$ cat config.mk
export PLATFORM = sky130hd
export DESIGN_NAME = unsigned_mult_arbiter
export DESIGN_NICKNAME = d
export VERILOG_FILES = /design/src/rtl/unsigned_mult_arbiter.sv
export SDC_FILE = /design/constraint.sdc
export NUM_CORES = 1
export LEC_CHECK = 0
export CAP_MARGIN = 30
export CORE_UTILIZATION = 40
export CTS_BUF_LIST = sky130_fd_sc_hd__clkbuf_8 sky130_fd_sc_hd__clkbuf_16
export CTS_CLUSTER_SIZE = 25
export DETAILED_ROUTE_END_ITERATION = 8
export HOLD_SLACK_MARGIN = 0.08
export SKIP_CTS_REPAIR_TIMING = 1
export SYNTH_ARGS = -nofsm -noshare
export SYNTH_HDL_FRONTEND = slang
export SYNTH_SLANG_ARGS = --single-unit
$ cat constraint.sdc
create_clock -name i_clk -period 15.2 [get_ports i_clk]
set_input_delay 3.04 -clock i_clk [delete_from_list [all_inputs] [get_ports i_clk]]
set_output_delay 3.04 -clock i_clk [all_outputs]
set_load 0.01 [all_outputs]
$ cat src/rtl/unsigned_mult_arbiter.sv
// Round-robin share of one pipelined unsigned multiplier; result LATENCY-1 cycles after the accept edge.
// A stalled result port freezes every stage and withholds all grants until the result is taken.
module unsigned_mult_arbiter #(
  parameter  int NREQ    = 4,
  parameter  int AWIDTH  = 16,
  parameter  int BWIDTH  = 16,
  parameter  int LATENCY = 3,
  localparam int IDW     = (NREQ > 1) ? $clog2(NREQ) : 1
) (
  input  logic                       i_clk,
  input  logic                       i_rst_n,
  input  logic [NREQ-1:0]            i_req_valid,
  output logic [NREQ-1:0]            o_req_ready,
  input  logic [NREQ*AWIDTH-1:0]     i_a,
  input  logic [NREQ*BWIDTH-1:0]     i_b,
  output logic                       o_res_valid,
  input  logic                       i_res_ready,
  output logic [IDW-1:0]             o_res_id,
  output logic [AWIDTH+BWIDTH:0]     o_res_prod,
  output logic                       o_busy
);

  localparam int PW = AWIDTH + BWIDTH + 1;

  typedef struct packed {
    logic           vld;
    logic [IDW-1:0] id;
    logic [PW-1:0]  prod;
  } stage_t;

  stage_t            stage_q [LATENCY];
  stage_t            stage_d [LATENCY];
  logic [IDW-1:0]    ptr_q;
  logic [IDW-1:0]    ptr_d;
  logic [IDW-1:0]    gnt_id;
  logic              gnt_found;
  logic              en;
  logic              accept;
  int                scan;
  logic [AWIDTH-1:0] a_sel;
  logic [BWIDTH-1:0] b_sel;
  logic [PW-1:0]     prod_d;

  assign en     = ~stage_q[LATENCY-1].vld | i_res_ready;
  assign accept = en & gnt_found;

  // First valid requester at or above the pointer, wrapping past NREQ-1.
  always_comb begin
    gnt_found = 1'b0;
    gnt_id    = '0;
    scan      = 0;
    for (int i = 0; i < NREQ; i++) begin
      scan = int'(ptr_q) + i;
      if (scan >= NREQ) scan = scan - NREQ;
      if (!gnt_found && i_req_valid[IDW'(scan)]) begin
        gnt_found = 1'b1;
        gnt_id    = IDW'(scan);
      end
    end
  end

  always_comb begin
    o_req_ready = '0;
    if (accept) o_req_ready[gnt_id] = 1'b1;
  end

  always_comb begin
    ptr_d = ptr_q;
    if (accept) ptr_d = (int'(gnt_id) == NREQ - 1) ? '0 : gnt_id + 1'b1;
  end

  assign a_sel  = AWIDTH'(i_a >> (int'(gnt_id) * AWIDTH));
  assign b_sel  = BWIDTH'(i_b >> (int'(gnt_id) * BWIDTH));
  assign prod_d = {1'b0, ({{BWIDTH{1'b0}}, a_sel} * {{AWIDTH{1'b0}}, b_sel})};

  // Bubbles advance like real entries; only the data of an accepted pair is loaded.
  always_comb begin
    for (int s = 0; s < LATENCY; s++) stage_d[s] = stage_q[s];
    if (en) begin
      stage_d[0].vld = accept;
      if (accept) begin
        stage_d[0].id   = gnt_id;
        stage_d[0].prod = prod_d;
      end
      for (int s = 1; s < LATENCY; s++) stage_d[s] = stage_q[s-1];
    end
  end

  always_ff @(posedge i_clk or negedge i_rst_n) begin
    if (!i_rst_n) begin
      ptr_q   <= '0;
      stage_q <= '{default: '0};
    end else begin
      ptr_q   <= ptr_d;
      stage_q <= stage_d;
    end
  end

  always_comb begin
    o_busy = 1'b0;
    for (int s = 0; s < LATENCY; s++) o_busy = o_busy | stage_q[s].vld;
  end

  assign o_res_valid = stage_q[LATENCY-1].vld;
  assign o_res_id    = stage_q[LATENCY-1].id;
  assign o_res_prod  = stage_q[LATENCY-1].prod;

endmodule

# Word-level counts from Yosys, hierarchy flattened
# Cells that the tools add are included.
# totals
mem_count	0
word_cells	73
rom_bits	0
input_bits	135
regBits	107
ram_bits	0
latch_bits	0
out_inout_bits	41
# op_classes
div	0
shifts	2
n_mux	28
n_lt_le_gt_ge	10
reduce_logical	8
n_bitwise	5
multipliers	1
eq_ne	1
add_sub_neg	8
# op_table
operator	count
$shr A64 B6 Y16	2
$mul A16 B16 Y32	1
$mux W2	9
$lt A2 B4 Y1 const B	4
$mux W1	13
$ge A3 B3 Y1 const B	3
$bmux W1 S2	4
$sub A2 B1 Y2 const B	4
$add A2 B2 Y3 const B	2
$logic_and A1 B1 Y1	4
$mux W4	1
$add A2 B1 Y3 const B	1
$ge A2 B3 Y1 const B	1
$logic_not A1 Y1	3
$lt A2 B3 Y1 const B	1
$or A1 B1 Y1	3
$add A2 B1 Y2 const B	1
$demux W1 S2	1
$eq A2 B1 Y1 const B	1
$ge A2 B1 Y1 const B	1
$reduce_and A2 Y1	1
$and A1 B1 Y1	1
$not A1 Y1	1

# Depth between registers and ports, before layout
# Gate-level depths: netlist of run 1.
# depth
depth_word	20
ltp_mapped	33
ltp_nobuf	28

# Worst setup path before layout of run 1
# OpenSTA, ideal clock, no wires.
# synth_timing
path_kind	in2reg
startpoint	in i_req_valid[0]
endpoint	reg stage_q[103] in the netlist's numbering
path_buffers	3
t_arrival_ns	9.514
path_stages	29
t_required_ns	15.113
setup_ns	0.087
setup_slack_ns	5.600
path_cell_list	nor2b_1 > a21oi_1 > nor2_1 > a221oi_2 > nor2b_1 > buf_2 > buf_6 > buf_6 > mux2i_1 > mux2_2 > nor2_1 > fa_1 > inv_1 > fa_1 > fa_1 > fa_1 > inv_1 > fa_1 > inv_1 > fa_1 > inv_1 > ha_1 > or2_2 > a21o_1 > o311a_4 > a211oi_4 > o21ai_4 > a211o_1 > o211ai_1
# synth_between
elab_chain_len	15
word_cells_on_any_way	31
cone_classes	mul (1); shift (2); mux (20); bitwise (1); reduce/logical (7)
# synth_rtl
item	line_no	source
start, declared	12	input logic [NREQ-1:0] i_req_valid,
$bmux W1 S2	55	if (!gnt_found && i_req_valid[IDW'(scan)]) begin
$mux W1 (implied by the code) (2 in series)	55	
$mux W1	55	
$logic_not A1 Y1	55	
$logic_and A1 B1 Y1	55	
$mux W1	55	
$logic_not A1 Y1	55	
$logic_and A1 B1 Y1	55	
$mux W1	55	
$logic_not A1 Y1	55	
$logic_and A1 B1 Y1	55	
$mux W2 / $mux W1 (equally long branches)	55	
$shr A64 B6 Y16 (tied with other cells)	72	assign a_sel = AWIDTH'(i_a >> (int'(gnt_id) * AWIDTH));
$mul A16 B16 Y32 / $reduce_and A2 Y1 (equally long branches)	--	
end signal, assigned	95	stage_q <= stage_d;
end, declared	31	stage_t stage_q [LATENCY];
# Parallel ways exist; a longest one is shown, timed or not. The select of a mux whose other input is x is not followed.
# A chain may end at the register's enable or synchronous reset.

# Worst setup path in the final report of run 1
# layout_timing
startpoint	in i_req_valid[0]
endpoint	reg stage_q[97] in the netlist's numbering
# Same word-level chain as after synthesis.

==> flow_summary.yaml, run 1 <==
min_path:
  hold_depth: 2
  hp-class: "flip-flop to flip-flop"
timing:
  holdWs_ns: 0.4657
  slew_violations: 0
  relSlewSlack_pct: 33.74
  skew_ns: 0.009363
  final_hold_viol_count: 0
  min_period_over_period_pct: 74.41
  layout_setup_ws_ns: 3.890
  layout_min_cycle_time_ns: 11.31
  worst_pin_slew_ns: 0.9939
  setup_viol: 0
  tns_ns: 0
  rsz0062_at_grt: "no"
  timing.fmax_mhz: 88.42
synthesis:
  synth_area_leader_cell: "fa_1"
  syn-cell-area_sq_mm: 0.01421
  yosys-top-cells-count: "411 x nand2_1, 233 x inv_1, 194 x fa_1, 117 x nor2_1, 108 x ha_1"
  async_flop_share_pct: 100.0
  yosysMostFrequentCell: "nand2_1"
  synth_top_family_by_area: "adder cells"
  synth-compound-area-share_pct: 6.813
  synth.net_count: 2064
  synth_fa_ha_area_share_pct: 36.83
  synthFlopType: "dfrtp_1"
  avgSynthCellArea_sq_um: 8.737
  synth-edff-count: 0
  synth_seq_cells: 107
  synthCells: 1627
  synth-seq-area-share_pct: 18.84
  yosys-top-cells-area: "fa_1 27%, dfrtp_1 19%, nand2_1 11%, ha_1 9.5%, inv_1 6.2%"
  synth.area.mux_share_pct: 7.314
  synth_simple_gate_area_share_pct: 18.41
  yosysUniqueCellTypes: 67
  synth_xor_area_share_pct: 1.417
  yosys_warnings: 0
  yosysTopAreaCellShare_pct: 27.32
placed_design:
  hpwl_mm: 29.47
  place.gp.congestion: 0.8674
  pre_cts_ws_ns: 3.520
  io_buffers: 174
critical_path:
  critPathArrivalTime_ns: 11.58
  worst_r2r_path_depth: 27
  worstSetupStartpointType: "input port"
  worstPathRequired_ns: 15.47
  timing.rr.start: "ptr_q[1]$_DFFE_PN0P_"
  path_buf_inv: 5
  cp_slowest_stage_delay_ns: 0.74
  crit_path_end_kind: "flip-flop"
  path_depth: 28
  cp_slowest_cell: "buf_4"
  crit_start: "i_req_valid[0]"
  critPathCapture: "stage_q[97]$_DFFE_PN0P_"
  cp_max_fo: 50
  rrSetupSlack_ns: 6.67
  critical_path_class: "input port to flip-flop"
  cp_top_family: "adder cells"
  crit_path_frequent_cell: "fa_1"
  r2r-end: "stage_q[97]$_DFFE_PN0P_"
clocking:
  clockRootBuffer: "clkbuf_16"
  clkSinkCount: 107
  path_clk_slew_ns: 0.07
  cts_tree: "done"
  clock_latency_ns: 0.35
  cts_buffer_depth: 2
  htree_levels: 3
  cts_buffers: 9
cells_and_area:
  syn2layout_area_growth_pct: 15.97
  nFillCells: 3427
  fin_nets: 2177
  antenna-diode-count: 0
  drive_gt1_share_pct: 6.418
die:
  design.core.area_sq_mm: 0.03471
  start_util_pct: 40.95
  dieWidth_um: 190.5
  placementRows: 68
  io-pin-count: 176
  dieHeight_um: 190.5
  dieArea_sq_mm: 0.03630
route:
  drt_iter0_drc: 702
  firstDrtPassIters: 5
  wl_per_cell_um: 16.68
  post_drt_via_cell_ratio: 5.028
  drc: 0
  wl_mm: 36.71
  ant_nets: 0
  vias: 11060
global_route:
  overflow: 0
  grt_pass1_vias: 11010
  antenna_found_initial: 0
  grt_use_total_pct: 20.65
  grt_max_degree: 78
  grt_pass1_wl_mm: 58.78
run_status:
  status: "complete, no violations"
run:
  cap_violations: 0
==> flip-flops by register name, indices dropped and copies added, names as in the netlist <==
name	cells
stage_q	70
o_res_prod	32
o_res_id	2
ptr_q	2
o_res_valid	1
==> layout make-up <==
type,instances,area [sq um],share of cell area [%]
clock inverter,6,56.30,0.3416
multi-input combinational,1188,10100,61.26
inverter,234,878.3,5.328
tap,455,569.3,3.454
clock buffer,10,239.0,1.450
timing repair buffer,200,1966,11.92
sequential,107,2678,16.24
==> cells by family (layout without fill, tap and decap cells) <==
family                     after synthesis  count (layout)
muxes                                   95              95
adders and majority gates              302             302
DFF                                    107             107
AOI/OAI and AO/OA                      134             134
other                                    1               1
xor gates and xnor gates                23              23
and+or+nand+nor                        633             633
buffers and inverters                  332             450
==> worst min path at each step <==
stage	from	end
final	o_res_prod[6]$_DFFE_PN0P_	o_res_prod[6]$_DFFE_PN0P_
after CTS	stage_q[63]$_DFFE_PN0P_	stage_q[63]$_DFFE_PN0P_
after global placement	o_res_prod[10]$_DFFE_PN0P_	o_res_prod[10]$_DFFE_PN0P_
after detailed placement	stage_q[63]$_DFFE_PN0P_	stage_q[63]$_DFFE_PN0P_
after global routing	stage_q[56]$_DFFE_PN0P_	stage_q[56]$_DFFE_PN0P_
after floorplan	stage_q[36]$_DFFE_PN0P_	stage_q[36]$_DFFE_PN0P_
==> placed cells by master, fill, tap and decap left out, types with 5 or more instances in the layout <==
master / n
buf_4: 24
xnor2_1: 13
o31ai_1: 5
and2_1: 22
a31oi_2: 6
mux2i_2: 8
a21o_1: 16
a211oi_1: 6
nand3_1: 14
nor2b_1: 13
or2_2: 6
dfrtp_1: 107
xor2_1: 10
mux2i_1: 58
clkdlybuf4s50_1: 173
nor2_1: 116
ha_1: 108
mux2_2: 27
fa_1: 194
nand2_1: 411
nand2b_1: 15
nor3_1: 10
clkbuf_16: 9
nand4_1: 6
inv_1: 233
a21oi_1: 29
o21ai_0: 30
==> routing by layer <==
| layer | wire [um] | vias up | part of all wire, % | global-route usage (%) |
|---|---|---|---|---|
| met4 | 459 | 0 | 1.3 | 3.723 |
| met2 | 16390 | 400 | 45 | 32.60 |
| met3 | 2806 | 31 | 7.6 | 3.478 |
| met1 | 17050 | 5379 | 46 | 29.89 |
| met5 | 0 | - | 0 | 0 |
| li1 | - | 5252 | - | - |
==> worst min-delay path: stages, from the launching register on <==
cell and delay (ns):
dfrtp_1 0.34, nand2_1 0.05, nand2_1 0.04
==> stage by stage <==
stage	instances	util, %	area, sq um
3_5_place_dp	2183	46.56	16160
6_report	2200	47.49	16480
3_3_place_gp	2177	46.40	16110
4_1_cts	2199	47.41	16460
2_1_floorplan	1627	-	14210
5_1_grt	2200	47.49	16480
Power of run 1 is left out: the tool's default activity adds up to more than one toggle a clock period on the data nets, which glitch-free logic cannot reach.
==> run 2: changes to the inputs <==
==> constraint.sdc (replaced) <==
create_clock -name i_clk -period 11.3 [get_ports i_clk]
set_input_delay 2.26 -clock i_clk [delete_from_list [all_inputs] [get_ports i_clk]]
set_output_delay 2.26 -clock i_clk [all_outputs]
set_load 0.01 [all_outputs]
==> run 2 against run 1 <==
Critical path depth unchanged. Utilization up 0.21 points. Die area unchanged. Sequential cell count unchanged. Via count about the same. Critical path type unchanged.
==> flow_summary.yaml, run 2 (same netlist as run 1, synthesis figures left out) <==
timing:
  final_hold_viol_count: 0
  tns_ns: 0
  rsz0062_at_grt: "no"
  skew_ns: 0.009712
  relSlewSlack_pct: 32.81
  timing.fmax_mhz: 98.15
  setup_viol: 0
  worst_pin_slew_ns: 1.005
  layout_setup_ws_ns: 1.111
  slew_violations: 0
  layout_min_cycle_time_ns: 10.19
  min_period_over_period_pct: 90.17
die:
  dieWidth_um: 190.5
  dieArea_sq_mm: 0.03630
  placementRows: 68
  start_util_pct: 40.95
  io-pin-count: 176
  design.core.area_sq_mm: 0.03471
  dieHeight_um: 190.5
placed_design:
  place.gp.congestion: 0.8800
  io_buffers: 174
  hpwl_mm: 30.38
  pre_cts_ws_ns: 0.7630
cells_and_area:
  antenna-diode-count: 0
  fin_nets: 2188
  final_common_cell: "nand2_1"
  syn2layout_area_growth_pct: 16.49
  largest-register: "stage_q"
  drive_gt1_share_pct: 6.834
  largest_reg_flops: 70
  mostFrequentLayoutCells: "411 x nand2_1, 233 x inv_1, 194 x fa_1"
critical_path:
  worstPathRequired_ns: 11.51
  critPathArrivalTime_ns: 10.40
  critical_path_class: "input port to flip-flop"
  rrSetupSlack_ns: 3.15
  worst_r2r_path_depth: 27
  worstSetupStartpointType: "input port"
  r2r-end: "stage_q[100]$_DFFE_PN0P_"
  crit_start: "i_req_valid[0]"
  crit_path_end_kind: "flip-flop"
  critPathCapture: "stage_q[100]$_DFFE_PN0P_"
  cp_max_fo: 41
  timing.rr.start: "ptr_q[0]$_DFFE_PN0P_"
route:
  vias: 11070
  ant_nets: 0
  wl_per_cell_um: 16.87
  post_drt_via_cell_ratio: 5.005
  drt_iter0_drc: 681
  firstDrtPassIters: 5
  wl_mm: 37.31
  drc: 0
min_path:
  hp-class: "flip-flop to flip-flop"
  hold_depth: 2
clocking:
  htree_levels: 3
  path_clk_slew_ns: 0.07
  cts_buffer_depth: 2
  clkSinkCount: 107
  clock_latency_ns: 0.35
  clockRootBuffer: "clkbuf_16"
  cts_buffers: 9
  cts_tree: "done"
global_route:
  overflow: 0
  grt_pass1_wl_mm: 60.11
  grt_max_degree: 74
  grt_use_total_pct: 21.18
  grt_pass1_vias: 11460
  antenna_found_initial: 0
run:
  cap_violations: 0
run_status:
  status: "complete, no violations"
-- run 2: per-layer routing --
metal  track usage [%]  routed length [um]
met1             29.32               17450
met2             34.71               17130
met3             3.220                2117
met4             5.077                 606
met5                 0                   0
-- run 2: metrics by stage --
step                std cells  instance area (sq um)  hold slack (ns)  util [%]
floorplan                1627                  14210           0.4386         -
global placement         2193                  16230           0.4484     46.75
detailed placement       2195                  16250           0.4556     46.81
CTS                      2211                  16560           0.4682     47.70
global route             2211                  16560           0.4849     47.70
finish                   2211                  16560           0.4654     47.70
-- run 2: how the worst min path moves through the flow --
stage / startpoint / endpoint / slack (ns)
3_3_place_gp: stage_q[65]$_DFFE_PN0P_ / stage_q[65]$_DFFE_PN0P_ / 0.45
3_5_place_dp: o_res_prod[28]$_DFFE_PN0P_ / o_res_prod[28]$_DFFE_PN0P_ / 0.46
2_1_floorplan: stage_q[36]$_DFFE_PN0P_ / stage_q[36]$_DFFE_PN0P_ / 0.44
6_report: o_res_prod[28]$_DFFE_PN0P_ / o_res_prod[28]$_DFFE_PN0P_ / 0.47
5_1_grt: stage_q[38]$_DFFE_PN0P_ / stage_q[38]$_DFFE_PN0P_ / 0.48
4_1_cts: stage_q[36]$_DFFE_PN0P_ / o_res_prod[0]$_DFFE_PN0P_ / 0.47
-- run 2: worst max-delay path: stages --
cell	delay [ns]
clkdlybuf4s50_1	0.47
nor2b_1	0.17
a21oi_1	0.13
nor2_1	0.06
a221oi_2	0.25
nor2b_4	0.49
buf_12	0.31
buf_4	0.28
mux2i_1	0.13
mux2i_2	0.55
nand2_1	0.17
fa_1	0.53
fa_1	0.46
fa_1	0.55
inv_1	0.06
fa_1	0.46
fa_1	0.52
inv_1	0.05
fa_1	0.49
inv_1	0.04
ha_1	0.36
a21o_1	0.25
o31ai_1	0.35
nand3_1	0.18
a31oi_1	0.38
o41ai_1	0.13
xnor2_1	0.16
o21ai_0	0.09
-- run 2: layout make-up --
class,instances,area (sq um)
Inverter,234,878.3
Tap cell,455,569.3
Timing Repair Buffer,211,2037
Fill cell,3392,18150
Clock buffer,9,225.2
Clock inverter,7,83.83
Sequential cell,107,2678
Multi-Input combinational cell,1188,10090
Power of run 2 is left out for the same reason.
